--- src/rtl/alu_pkg.sv ---
// alu_pkg: ALU control codes shared by the ALU control decoder and the execute stage.
package alu_pkg;
    typedef logic [3:0] alu_ctrl_t;
    localparam alu_ctrl_t ALU_ADD = 4'd0;
    localparam alu_ctrl_t ALU_SUB = 4'd1;
    localparam alu_ctrl_t ALU_AND = 4'd2;
    localparam alu_ctrl_t ALU_ORR = 4'd3;
    localparam alu_ctrl_t ALU_NOT = 4'd4;
    localparam alu_ctrl_t ALU_TCP = 4'd5;
    localparam alu_ctrl_t ALU_SHL = 4'd6;
    localparam alu_ctrl_t ALU_SHR = 4'd7;
    localparam alu_ctrl_t ALU_LHI = 4'd8;
    localparam alu_ctrl_t ALU_WWD = 4'd13;
    localparam alu_ctrl_t ALU_HLT = 4'd15;
endpackage

--- src/rtl/alu_core.sv ---
// alu_core: combinational ALU, maps control code and operands to a result.
module alu_core
    import alu_pkg::*;
#(
    parameter int WORD_W = 16
) (
    input  alu_ctrl_t         alu_ctrl,
    input  logic [WORD_W-1:0] a,
    input  logic [WORD_W-1:0] b,
    output logic [WORD_W-1:0] result
);
    localparam int HALF = WORD_W / 2;
    always_comb begin
        result = '0;
        case (alu_ctrl)
            ALU_ADD: result = a + b;
            ALU_SUB: result = a - b;
            ALU_AND: result = a & b;
            ALU_ORR: result = a | b;
            ALU_NOT: result = ~a;
            ALU_TCP: result = -a;
            ALU_SHL: result = {a[WORD_W-2:0], 1'b0};
            ALU_SHR: result = {a[WORD_W-1], a[WORD_W-1:1]};
            ALU_LHI: result = {b[HALF-1:0], {HALF{1'b0}}};
            ALU_WWD: result = a;
            default: result = '0;
        endcase
    end
endmodule

--- src/rtl/alu_exec_stage.sv ---
// alu_exec_stage: EX stage with EX/MEM register, WWD output port and HLT latch.
// Define ALU_FLAGS_EN to add registered out_zero/out_neg flags.
module alu_exec_stage
    import alu_pkg::*;
#(
    parameter int WORD_W     = 16,
    parameter int REG_ADDR_W = 2
) (
    input  logic                  clk,
    input  logic                  reset_n,
    input  logic                  flush,
    input  logic                  in_valid,
    output logic                  in_ready,
    input  alu_ctrl_t             alu_ctrl,
    input  logic [WORD_W-1:0]     op_a,
    input  logic [WORD_W-1:0]     op_b,
    input  logic [REG_ADDR_W-1:0] in_dest,
    input  logic                  in_wb_en,
    output logic                  out_valid,
    input  logic                  out_ready,
    output logic [WORD_W-1:0]     out_result,
    output logic [REG_ADDR_W-1:0] out_dest,
    output logic                  out_wb_en,
    output logic [WORD_W-1:0]     output_port,
    output logic                  halted
`ifdef ALU_FLAGS_EN
    ,
    output logic                  out_zero,
    output logic                  out_neg
`endif
);
    logic [WORD_W-1:0] result;
    logic              accept;
    logic              side;
    alu_core #(.WORD_W(WORD_W)) u_core (
        .alu_ctrl(alu_ctrl),
        .a(op_a),
        .b(op_b),
        .result(result)
    );
    assign in_ready = ~halted & (~out_valid | out_ready);
    assign accept   = in_valid & in_ready & ~flush;
    assign side     = (alu_ctrl == ALU_WWD) || (alu_ctrl == ALU_HLT);
    // Data registers load only on accept so a stalled entry stays stable.
    always_ff @(posedge clk or negedge reset_n) begin
        if (!reset_n) begin
            out_valid   <= 1'b0;
            out_result  <= '0;
            out_dest    <= '0;
            out_wb_en   <= 1'b0;
            output_port <= '0;
            halted      <= 1'b0;
        end else if (accept) begin
            out_valid  <= 1'b1;
            out_result <= result;
            out_dest   <= in_dest;
            out_wb_en  <= in_wb_en & ~side;
            if (alu_ctrl == ALU_WWD) output_port <= op_a;
            if (alu_ctrl == ALU_HLT) halted <= 1'b1;
        end else if (flush || out_ready) begin
            out_valid <= 1'b0;
        end
    end
`ifdef ALU_FLAGS_EN
    always_ff @(posedge clk or negedge reset_n) begin
        if (!reset_n) begin
            out_zero <= 1'b0;
            out_neg  <= 1'b0;
        end else if (accept) begin
            out_zero <= (result == '0);
            out_neg  <= result[WORD_W-1];
        end
    end
`endif
endmodule

--- config.mk ---
export PLATFORM = sky130hd
export DESIGN_NAME = alu_exec_stage
export DESIGN_NICKNAME = d
export VERILOG_FILES = /design/src/rtl/alu_pkg.sv /design/src/rtl/alu_core.sv /design/src/rtl/alu_exec_stage.sv
export SDC_FILE = /design/constraint.sdc
export NUM_CORES = 1
export LEC_CHECK = 0
export BUFFER_PORTS_ARGS = -buffer_cell sky130_fd_sc_hd__buf_2
export CORE_UTILIZATION = 60
export DETAILED_ROUTE_END_ITERATION = 6
export GPL_ROUTABILITY_DRIVEN = 0
export PLACE_DENSITY = 0.87
export RECOVER_POWER = 25
export SYNTH_ARGS = -nofsm -noshare
export SYNTH_HDL_FRONTEND = slang
export SYNTH_SLANG_ARGS = --single-unit
--- constraint.sdc ---
create_clock -name clk -period 5.9 [get_ports clk]
set_input_delay 0.59 -clock clk [delete_from_list [all_inputs] [get_ports clk]]
set_output_delay 0.59 -clock clk [all_outputs]
set_load 0.05 [all_outputs]
After elaboration in Yosys (flattened, before gate mapping)

Index checks and enable logic that the tools add are counted.

Reductions and logical operators: 6
Add/sub/neg operators: 3
Mux-type cells: 3
Eq/ne operators: 10
Bitwise logic cells: 12

Operators by type and width:

| operator                                                               | count |
|---|---|
| 16-bit one-hot mux with 10 select lines                                | 1 |
| 16-bit adder                                                           | 1 |
| 16-bit bitwise AND                                                     | 1 |
| 4-bit by 3-bit equality test with 1-bit output (second input constant) | 4 |
| 16-bit negator                                                         | 1 |
| 16-bit inverter                                                        | 1 |
| 16-bit OR                                                              | 1 |
| 16-bit subtractor                                                      | 1 |
| 4-bit equality test (second input constant)                            | 3 |
| 4-bit by 2-bit equality test with 1-bit output (second input constant) | 2 |
| 1-bit bitwise AND                                                      | 4 |
| 4-bit by 1-bit equality test with 1-bit output (second input constant) | 1 |
| 4-bit logical NOT                                                      | 1 |
| 1-bit inverter                                                         | 4 |
| 2-bit AND reduction                                                    | 2 |
| 1-bit logical OR                                                       | 2 |
| 1-bit two-way mux                                                      | 2 |
| 2-bit nonzero test                                                     | 1 |
| 1-bit OR                                                               | 1 |

Register bits after elaboration: 37
Output and inout bits: 38
Bits of input ports: 44

Depth between registers and ports, before layout

Gate-level depths: netlist of run 1.

Depth in word-level cells: 6
Depth in mapped cells: 14

By module

A second synthesis of run 1 with hierarchy kept.

Cells, all modules: 430
Area, all modules: 3814.9 µm²

By module, submodules not included:

| module         | area each (µm²) | cells each | instances | seq. area each (µm²) |
|---|---|---|---|---|
| alu_core       | 2333.5          | 344        | 1         | 0.0 |
| alu_exec_stage | 1481.4          | 86         | 1         | 925.9 |

Worst setup path after synthesis of run 1

OpenSTA, ideal clock, no wires.

Path kind: in2reg
Start: in alu_ctrl[3]
End: reg out_result[14]
Data arrival time: 3597 ps
Path slack: 2177 ps
Stages: 13
Buffers on the path: 2
Setup time: 126 ps
Path through: clkbuf_1 buf_1 nor3_1 nor2_1 xnor2_1 ha_1 a211o_1 a21oi_1 o21ai_0 a2111oi_0 o31ai_1 xor2_1 a221o_1

Longest elaborated chain between the ends: 2
Elaborated cells between the ends (all ways): 11
Classes of those cells: eq/ne (9); mux (1); reduce/logical (1)

Ends and longest elaborated chain:

| what                                        | RTL line             | source |
|---|---|---|
| start: declaration                          | alu_exec_stage.sv:14 | `input alu_ctrl_t alu_ctrl,` |
| 4-bit equality test (tied with other cells) | alu_core.sv:15       | `case (alu_ctrl)` |
| 16-bit one-hot mux with 10 select lines (*) | alu_core.sv:15       |  |
| end signal: assignment                      | alu_exec_stage.sv:55 | `out_result <= result;` |
| end: declaration                            | alu_exec_stage.sv:21 | `output logic [WORD_W-1:0] out_result,` |

Every way passes the cells marked *; elsewhere a longest branch is shown, timed or not.
A chain may end at the register's enable or synchronous reset.

Worst setup path in the final report of run 1

Start: in alu_ctrl[0]
End: reg out_result[14]

Same word-level chain as after synthesis.

==> impl_metrics.json, run 1 <==
{
  "final_nets": 598,
  "cp_slowest_stage_delay_ps": 660,
  "synth_edf_count": 0,
  "drt_first_pass_iters": 7,
  "port_buffers": 81,
  "avgSynthCellArea_um2": 8.01,
  "grt_max_degree": 44,
  "syn-cell-area_um2": 3750,
  "cp_top_family": "compound AO/OA/AOI/OAI gates",
  "violations": "design-rule violations, max-capacitance violations, max-slew violations",
  "reg2reg_depth": 7,
  "timing.fmax_mhz": 231,
  "finClkSkew_ps": 3.40,
  "htreeDepth": 2,
  "via_count": 4199,
  "cts_root_buffer": "clkbuf_8",
  "hold_depth": 1,
  "ys_warn_count": 0,
  "hold_path.class": "reg -> reg",
  "vias_per_cell": 6.89,
  "hpwlAfterDp_mm": 8.46,
  "r2r_slack_ps": 3580,
  "min-delay-start": "out_result[2]",
  "grt_usage": 0.371,
  "grt_overflow": 0,
  "leakage_nw": 1.89,
  "synth_area_leaders": "dfrtp_1 (25%), ha_1 (6.3%), mux2_2 (5.4%), o21ai_0 (5.3%), xnor2_1 (4.7%)",
  "ys_ff_latch": 37,
  "met1Wirelength_mm": 4.68,
  "io_pins": 82,
  "path_class": "in -> reg",
  "final-setup-viol-count": 0,
  "wl_met3_mm": 1.29,
  "crit_path_end_kind": "register",
  "post_cts.repair.setup_buffers": 0,
  "outcome": "finished with violations",
  "pre_cts_slack_ps": 1320,
  "rows": 28,
  "period_share": 0.734,
  "synth-compound-area-share": 0.284,
  "numCtsBuffers": 5,
  "syn2layout_area_growth_pct": 13.5,
  "layout_common_cells": "buf_2 (80), o21ai_0 (40), dfrtp_1 (37)",
  "min_period_ps": 4330,
  "cts_tree": "yes",
  "clock_sinks": 37,
  "ys_types": 60,
  "slew-limit-headroom": -0.365,
  "crit-reg2reg-launch": "out_valid",
  "finalPower_mw": 1.08,
  "antenna_found_initial": 0,
  "stdcell_area_um2": 4260,
  "hold_buffers": 0,
  "cts_resized": 0,
  "grt_pass1_wl_mm": 18.6,
  "dpl_cell_area_um2": 4170,
  "synthAdderAreaFrac": 0.0740,
  "setup_slack_ps": 1570,
  "clkLatencyLatePin_ps": 300,
  "slowest_stage": "nor3_1",
  "worst-endpoint-required_ps": 6090,
  "nFillCells": 490,
  "layout_commonest_cell": "buf_2",
  "rsz0062_at_grt": "no",
  "dp_cells": 602,
  "worstPathMaxFanout": 43,
  "route.met2.wl_mm": 5.28,
  "core_area_um2": 5990,
  "synth_async_sr_flop_share": 1.00,
  "die-area_um2": 6580,
  "clockBufferDepth": 2,
  "drtAntennaViolNets": 0,
  "routedWlPerCell_um": 19.4,
  "drc": 15,
  "maxCapViolCount": 1,
  "start_kind": "input port",
  "setup_tns_ps": 0,
  "synth-simple-area-share": 0.196,
  "antenna_cells": 0,
  "crit_chain": "buf_2, nand2b_1, nor3_1, nor2_1, xnor2_1, ha_1, a211o_1, a21oi_1, o21ai_0, a2111oi_0, o31ai_1, xor2_1, a221o_1",
  "first_global_vias": 3898,
  "synthXorXnorAreaFrac": 0.0723,
  "totalWireLength_mm": 11.8,
  "hold_end": "out_result[2]",
  "synth_top_family_by_area": "compound AO/OA/AOI/OAI gates",
  "drv_slew": 38,
  "worstMarginPinSlew_ps": 2050,
  "top_layer_used": "met4",
  "postLayoutCoreUtil": 0.712,
  "synth_top_cell_area_share": 0.247,
  "ys.flop_type": "dfrtp_1",
  "clkSlewWorstSetupHoldPaths_ps": 80,
  "yosys.area.top_type": "dfrtp_1",
  "vdd_drop_max_v": 0.000182,
  "hold_viol": 0,
  "ys_seq_area_frac": 0.247,
  "cp_num_buf_inv": 1,
  "start_util": 0.627,
  "syn_inst": 469,
  "r2r_end": "output_port[9]",
  "die_y_um": 81.1,
  "die_x_um": 81.1,
  "drive_above_1_share": 0.210,
  "p_per_area_nw_per_um2": 254,
  "synthesis.nets": 533,
  "arrival_ps": 4520,
  "whs_ps": 483,
  "synthMuxAreaShare": 0.0833,
  "final_cells": 609,
  "drtIter0Drc": 714
}
[registers in the layout (all words and copies together), names as in the netlist]
| name | cells |
|---|---|
| out_result | 16 |
| output_port | 16 |
| halted | 1 |
| out_valid | 1 |
| out_wb_en | 1 |
| out_dest | 2 |
[synthesized netlist by cell type (all sizes together) (11+ instances only)]
cell,instances
nand2,36
nor2,33
mux2,18
mux2i,11
o21ai,41
nor3,13
dfrtp,37
clkbuf,16
nand2b,11
inv,17
a21oi,30
xor2,11
nand3,14
xnor2,20
ha,19
[layout make-up]
class | count | area (µm²) | area share
Inverter | 17 | 63.8 | 0.0150
Timing Repair Buffer | 84 | 427 | 0.100
Clock buffer | 6 | 82.6 | 0.0194
Multi-Input combinational cell | 389 | 2660 | 0.625
Tap cell | 75 | 93.8 | 0.0220
Clock inverter | 1 | 7.51 | 0.00176
Sequential cell | 37 | 926 | 0.217
[worst reg2reg max path, cell delays in order (launching register included)]
cell and delay [ps]:
dfrtp_1 380, nand2b_1 80, nor2b_1 160, nand3b_1 80, buf_4 250, nor2_1 590
buf_4 310, mux2_2 350
[power breakdown]
part,internal [mW],switching [mW]
clock network,0.0925,0.101
logic,0.167,0.392
registers,0.305,0.0247
total,0.564,0.517
[logic make-up after synthesis]
kind of cell    after synthesis
simple gates                147
compound gates              160
buf+inv                      43
flops                        37
mux                          29
fa+ha+maj                    22
xor+xnor                     31
[how the worst max path moves through the flow]
stage | cells after the start | end | from | slack [ps]
3_3_place_gp | 13 | out_result[14] | alu_ctrl[0] | 1440
6_report | 13 | out_result[14] | alu_ctrl[0] | 1570
5_1_grt | 13 | out_result[14] | alu_ctrl[0] | 1360
4_1_cts | 13 | out_result[14] | alu_ctrl[0] | 1640
2_1_floorplan | 13 | out_result[14] | alu_ctrl[3] | 2180
3_5_place_dp | 13 | out_result[14] | alu_ctrl[0] | 1320
[routing by layer]
metal	GRT usage	vias to the layer above
li1	-	1895
met1	0.474	1914
met2	0.583	313
met3	0.0742	77
met4	0.205	0
met5	0	-
No activity file was read; power rests on OpenSTA's default activity.
==> run 2, diff against run 1 <==
--- a/config.mk
+++ b/config.mk
@@ -6,10 +6,10 @@
 export NUM_CORES = 1
 export LEC_CHECK = 0
 export BUFFER_PORTS_ARGS = -buffer_cell sky130_fd_sc_hd__buf_2
-export CORE_UTILIZATION = 60
+export CORE_UTILIZATION = 50
 export DETAILED_ROUTE_END_ITERATION = 6
 export GPL_ROUTABILITY_DRIVEN = 0
-export PLACE_DENSITY = 0.87
+export PLACE_DENSITY = 0.77
 export RECOVER_POWER = 25
 export SYNTH_ARGS = -nofsm -noshare
 export SYNTH_HDL_FRONTEND = slang
==> constraint.sdc (replaced) <==
create_clock -name clk -period 3.8 [get_ports clk]
set_input_delay 0.38 -clock clk [delete_from_list [all_inputs] [get_ports clk]]
set_output_delay 0.38 -clock clk [all_outputs]
set_load 0.05 [all_outputs]
==> impl_metrics.json, run 2 (synthesis gave the netlist of run 1 again) <==
{
  "totalWireLength_mm": 12.3,
  "layout_commonest_cell": "buf_2",
  "cts_resized": 0,
  "layout_common_cells": "buf_2 (80), o21ai_0 (40), dfrtp_1 (37)",
  "worstMarginPinSlew_ps": 2000,
  "clock_sinks": 37,
  "finalPower_mw": 1.75,
  "p_comb_frac": 0.501,
  "hold_path.class": "in -> reg",
  "period_share": 0.878,
  "final_nets": 608,
  "p_int_uw": 953,
  "min_period_ps": 3340,
  "crit-reg2reg-launch": "out_valid",
  "timing.fmax_mhz": 300,
  "worst-endpoint-required_ps": 3980,
  "die-area_um2": 7860,
  "routedWlPerCell_um": 19.2,
  "hpwlAfterDp_mm": 9.01,
  "grt_max_degree": 38,
  "r2r_end": "out_result[13]",
  "cts_tree": "yes",
  "cp_top_family": "compound AO/OA/AOI/OAI gates",
  "clkLatencyLatePin_ps": 300,
  "cts_root_buffer": "clkbuf_8",
  "post_cts.repair.setup_buffers": 0,
  "reg_top3": "out_result: 16 flops, output_port: 16 flops, out_dest: 2 flops",
  "drc": 0,
  "swShare": 0.456,
  "antenna_cells": 0,
  "drt_first_pass_iters": 7,
  "grt_overflow": 0,
  "slowest_stage": "a2111oi_0",
  "setup_tns_ps": 0,
  "syn2layout_area_growth_pct": 17.0,
  "first_global_vias": 3825,
  "antenna_found_initial": 0,
  "cp_num_buf_inv": 1,
  "worstPathMaxFanout": 8,
  "vdd_drop_max_v": 0.000220,
  "cp_slowest_stage_delay_ps": 520,
  "drive_above_1_share": 0.224,
  "maxCapViolCount": 1,
  "nFillCells": 680,
  "drtIter0Drc": 485,
  "min-delay-start": "flush",
  "hold_buffers": 0,
  "slew-limit-headroom": -0.330,
  "via_count": 4200,
  "drv_slew": 38,
  "die_x_um": 88.7,
  "port_buffers": 81,
  "hold_end": "out_valid",
  "pwr-share-seq": 0.294,
  "arrival_ps": 3520,
  "reg2reg_depth": 7,
  "hold_viol": 0,
  "crit_chain": "buf_2, nor2b_1, nand2_1, mux2i_1, fa_1, a211o_1, a21oi_1, o21ai_0, a2111oi_0, o31ai_1, xor2_1, a221o_1",
  "io_pins": 82,
  "numCtsBuffers": 5,
  "clkSlewWorstSetupHoldPaths_ps": 70,
  "violations": "max-capacitance violations, max-slew violations",
  "rsz0062_at_grt": "no",
  "outcome": "finished with violations",
  "vias_per_cell": 6.52,
  "core_area_um2": 7250,
  "finClkSkew_ps": 2.84,
  "p_per_area_nw_per_um2": 399,
  "crit_path_end_kind": "register",
  "start_kind": "input port",
  "clockBufferDepth": 2,
  "die_y_um": 88.7,
  "power_switching_uw": 798,
  "clkPwrFrac": 0.205,
  "final-setup-viol-count": 0,
  "rows": 31,
  "htreeDepth": 2,
  "drtAntennaViolNets": 0,
  "grt_pass1_wl_mm": 19.2,
  "grt_usage": 0.323,
  "start_util": 0.518,
  "path_class": "in -> reg",
  "leakage_nw": 1.96,
  "r2r_slack_ps": 1660,
  "hold_depth": 2
}
-- run 2: power by group through the flow --
stage	clock, mW	combinational, mW	sequential [mW]
after floorplan	0	0.343	0.809
after global placement	0	0.854	0.518
after detailed placement	0	0.866	0.523
after CTS	0.369	0.869	0.515
after global routing	0.392	0.934	0.525
final	0.360	0.878	0.514
-- run 2: cell type report --
| class | count | area, µm² | area share |
|---|---|---|---|
| clock buffers | 7 | 86.3 | 0.0196 |
| clock inverters | 1 | 30.0 | 0.00683 |
| inverters | 17 | 63.8 | 0.0145 |
| multi-input cells | 389 | 2660 | 0.606 |
| flip-flops and latches | 37 | 926 | 0.211 |
| well taps | 99 | 124 | 0.0282 |
| repair buffers | 94 | 502 | 0.114 |
-- run 2: worst register-to-register path, stage by stage (launching register included) --
cell and delay [ps]:
dfrtp_1 380, nand2b_1 80, nor2b_1 160, nand3b_1 90
buf_4 250, nand2b_1 340, or4b_2 690, nand3_1 100
-- run 2: layer usage --
metal	wire (µm)	global-route usage	share of wire
met1	4960	0.396	0.40
met3	1200	0.0728	0.097
met5	0	0	0
met4	498	0.176	0.040
met2	5690	0.527	0.46
-- run 2: how the worst max path moves through the flow --
stage,start,endpoint,slack (ps),cells after the start
6_report,alu_ctrl[1],out_result[14],460,12
5_1_grt,alu_ctrl[1],out_result[14],340,12
4_1_cts,op_b[0],out_result[14],520,12
3_5_place_dp,op_b[0],out_result[14],210,12
3_3_place_gp,alu_ctrl[1],out_result[14],380,12
2_1_floorplan,alu_ctrl[3],out_result[14],290,13
-- run 2: per-stage QoR --
stage	hold slack (ps)	utilization	instance area (µm²)	worst slack (ps)	cells
after floorplan	84.4	-	3750	287	469
after global placement	460	0.590	4280	377	636
after detailed placement	465	0.590	4280	214	636
after CTS	210	0.606	4400	517	644
after global routing	272	0.606	4390	342	644
final	286	0.606	4390	462	644
==> run 3, diff against run 2 <==
--- a/config.mk
+++ b/config.mk
@@ -6,11 +6,12 @@
 export NUM_CORES = 1
 export LEC_CHECK = 0
 export BUFFER_PORTS_ARGS = -buffer_cell sky130_fd_sc_hd__buf_2
-export CORE_UTILIZATION = 50
+export CORE_UTILIZATION = 60
 export DETAILED_ROUTE_END_ITERATION = 6
 export GPL_ROUTABILITY_DRIVEN = 0
-export PLACE_DENSITY = 0.77
+export PLACE_DENSITY = 0.87
 export RECOVER_POWER = 25
 export SYNTH_ARGS = -nofsm -noshare
 export SYNTH_HDL_FRONTEND = slang
+export SYNTH_HIERARCHICAL = 1
 export SYNTH_SLANG_ARGS = --single-unit
==> constraint.sdc (replaced) <==
create_clock -name clk -period 4 [get_ports clk]
set_input_delay 0.4 -clock clk [delete_from_list [all_inputs] [get_ports clk]]
set_output_delay 0.4 -clock clk [all_outputs]
set_load 0.05 [all_outputs]
==> impl_metrics.json, run 3 <==
{
  "syn2layout_area_growth_pct": 14.0,
  "worst-endpoint-required_ps": 4180,
  "via_count": 3953,
  "htreeDepth": 2,
  "path_class": "in -> reg",
  "synth_commonest_cells": "dfrtp_1 (37), nand2_1 (36), o21ai_0 (31), mux2_2 (27), nor2_1 (25)",
  "synth-compound-area-share": 0.239,
  "cts_root_buffer": "clkbuf_8",
  "grt_usage": 0.345,
  "worstMarginPinSlew_ps": 1970,
  "hold_buffers": 0,
  "synthAdderAreaFrac": 0.0781,
  "start_util": 0.633,
  "layout_common_cells": "buf_2 (80), dfrtp_1 (37), nand2_1 (36)",
  "die-area_um2": 6680,
  "totalWireLength_mm": 11.2,
  "syn-cell-area_um2": 3810,
  "crit_chain": "buf_2, nor2b_1, nand2_1, mux2i_1, ha_1, nor2b_1, o31ai_1, a211oi_1, o31ai_1, xnor2_1, o221ai_1, mux2_2",
  "arrival_ps": 3660,
  "numCtsBuffers": 5,
  "min_period_ps": 3480,
  "post_cts.repair.setup_buffers": 0,
  "clockBufferDepth": 2,
  "violations": "max-capacitance violations, max-slew violations",
  "outcome": "finished with violations",
  "synth.most_common_cell": "dfrtp_1",
  "seq_area_um2": 926,
  "finClkSkew_ps": 3.30,
  "drive_above_1_share": 0.296,
  "hpwlAfterDp_mm": 8.47,
  "io_pins": 82,
  "stdcell_area_um2": 4350,
  "cp_slowest_stage_delay_ps": 480,
  "final-setup-viol-count": 0,
  "rows": 28,
  "cts_resized": 0,
  "vdd_drop_max_v": 0.000396,
  "yosys.area.top_type": "dfrtp_1",
  "setup_tns_ps": 0,
  "leakage_nw": 2.00,
  "layout_commonest_cell": "buf_2",
  "routedWlPerCell_um": 19.4,
  "avgSynthCellArea_um2": 8.87,
  "synthesis.nets": 494,
  "ys_warn_count": 6,
  "multi_input_area_um2": 2750,
  "ys_seq_area_frac": 0.243,
  "synth_top_family_by_area": "compound AO/OA/AOI/OAI gates",
  "synth_async_sr_flop_share": 1.00,
  "synth_area_leaders": "dfrtp_1 (24%), mux2_2 (8.0%), ha_1 (6.2%), xnor2_1 (4.4%), o21ai_0 (4.1%)",
  "nFillCells": 452,
  "grt_pass1_wl_mm": 17.5,
  "core_area_um2": 6030,
  "antenna_found_initial": 0,
  "clkLatencyLatePin_ps": 290,
  "crit_path_end_kind": "register",
  "syn_inst": 430,
  "reg_top3": "out_result: 16 flops, output_port: 16 flops, out_dest: 2 flops",
  "ys_types": 68,
  "synthMuxAreaShare": 0.135,
  "slew-limit-headroom": -0.316,
  "clock_sinks": 37,
  "maxCapViolCount": 1,
  "p_per_area_nw_per_um2": 405,
  "antenna_cells": 0,
  "hold_path.class": "in -> reg",
  "clkSlewWorstSetupHoldPaths_ps": 70,
  "die_x_um": 81.7,
  "postLayoutCoreUtil": 0.722,
  "grt_overflow": 0,
  "drc": 0,
  "synth-simple-area-share": 0.202,
  "grt_max_degree": 38,
  "hold_viol": 0,
  "period_share": 0.870,
  "synthXorXnorAreaFrac": 0.0666,
  "drt_first_pass_iters": 6,
  "slowest_stage": "o31ai_1",
  "first_global_vias": 3618,
  "final_nets": 567,
  "port_buffers": 81,
  "start_kind": "input port",
  "worstPathMaxFanout": 21,
  "drtAntennaViolNets": 0,
  "ys_ff_latch": 37,
  "drtIter0Drc": 559,
  "timing.fmax_mhz": 287,
  "ys.flop_type": "dfrtp_1",
  "synth_top_cell_area_share": 0.243,
  "drv_slew": 38,
  "vias_per_cell": 6.83,
  "synth_edf_count": 0,
  "dpl_cell_area_um2": 4270,
  "die_y_um": 81.7,
  "cts_tree": "yes",
  "rsz0062_at_grt": "no"
}
run 3: cell types whose count changed in the layout (fill, tap and decap cells not counted), moves of 5 or more:
cell | previous run | this run
o22ai_1 | 9 | 1
mux2_4 | 0 | 10
nand2b_1 | 11 | 4
buf_4 | 13 | 7
o21ai_0 | 40 | 31
mux2i_1 | 11 | 6
mux2_2 | 18 | 27
a21oi_1 | 30 | 22
inv_1 | 17 | 10
nor2_1 | 33 | 25
and3_1 | 0 | 5
run 3: final timing paths:
check | from | to | slack [ps] | depth (start not counted)
min reg2reg | out_result[13] | out_result[13] | 500 | 1
min | in_dest[1] | out_dest[1] | 340 | 2
max | alu_ctrl[1] | out_result[13] | 520 | 12
min in group asynchronous | reset_n | out_result[10] | 660 | 1
max reg2reg | out_valid | out_result[2] | 1940 | 4
max in group asynchronous | reset_n | out_result[15] | 2200 | 1
run 3: area by class of cell:
type                       instances  area share
sequential                        37       0.213
multi-input combinational        361       0.633
clock inverter                     2     0.00230
inverter                          10     0.00863
timing repair buffer              88       0.105
clock buffer                       6      0.0167
tap                               75      0.0216
run 3: where the power goes:
group | leakage (nW) | total [mW] | internal, mW | switching (mW)
clock | 0.0450 | 0.250 | 0.121 | 0.130
combinational | 1.48 | 0.981 | 0.308 | 0.673
sequential | 0.470 | 0.528 | 0.474 | 0.0547
run 3: per-layer routing:
layer  routed length [µm]  vias up  GRT usage
li1                     -     1776          -
met1                 4250     1829      0.425
met2                 5280      299      0.563
met3                 1280       49     0.0700
met4                  425        0      0.184
met5                    0        -          0
run 3: worst max-delay path: cells and delay by family:
| family | cells | cell delay (ps) |
|---|---|---|
| AO/OA/AOI/OAI | 4 | 1200 |
| XOR/XNOR | 1 | 190 |
| adder cells (fa/ha/maj) | 1 | 280 |
| buffers and inverters | 1 | 200 |
| multiplexers | 2 | 620 |
| AND/OR/NAND/NOR | 3 | 750 |
run 3: logic make-up after synthesis:
kind of cell | Yosys count
flip-flops | 37
AO/OA/AOI/OAI | 128
adder cells (fa/ha/maj) | 24
multiplexers | 43
XOR/XNOR | 29
AND/OR/NAND/NOR | 137
buffers and inverters | 32
run 3: metrics by stage:
stage / worst slack [ps] / total power, mW / instances / hold WS [ps]
after floorplan: 797 / 1.26 / 430 / 104
after global placement: 477 / 1.48 / 571 / 484
after detailed placement: 274 / 1.50 / 571 / 489
after CTS: 578 / 1.76 / 579 / 233
after global routing: 268 / 1.85 / 579 / 341
final: 520 / 1.76 / 579 / 344
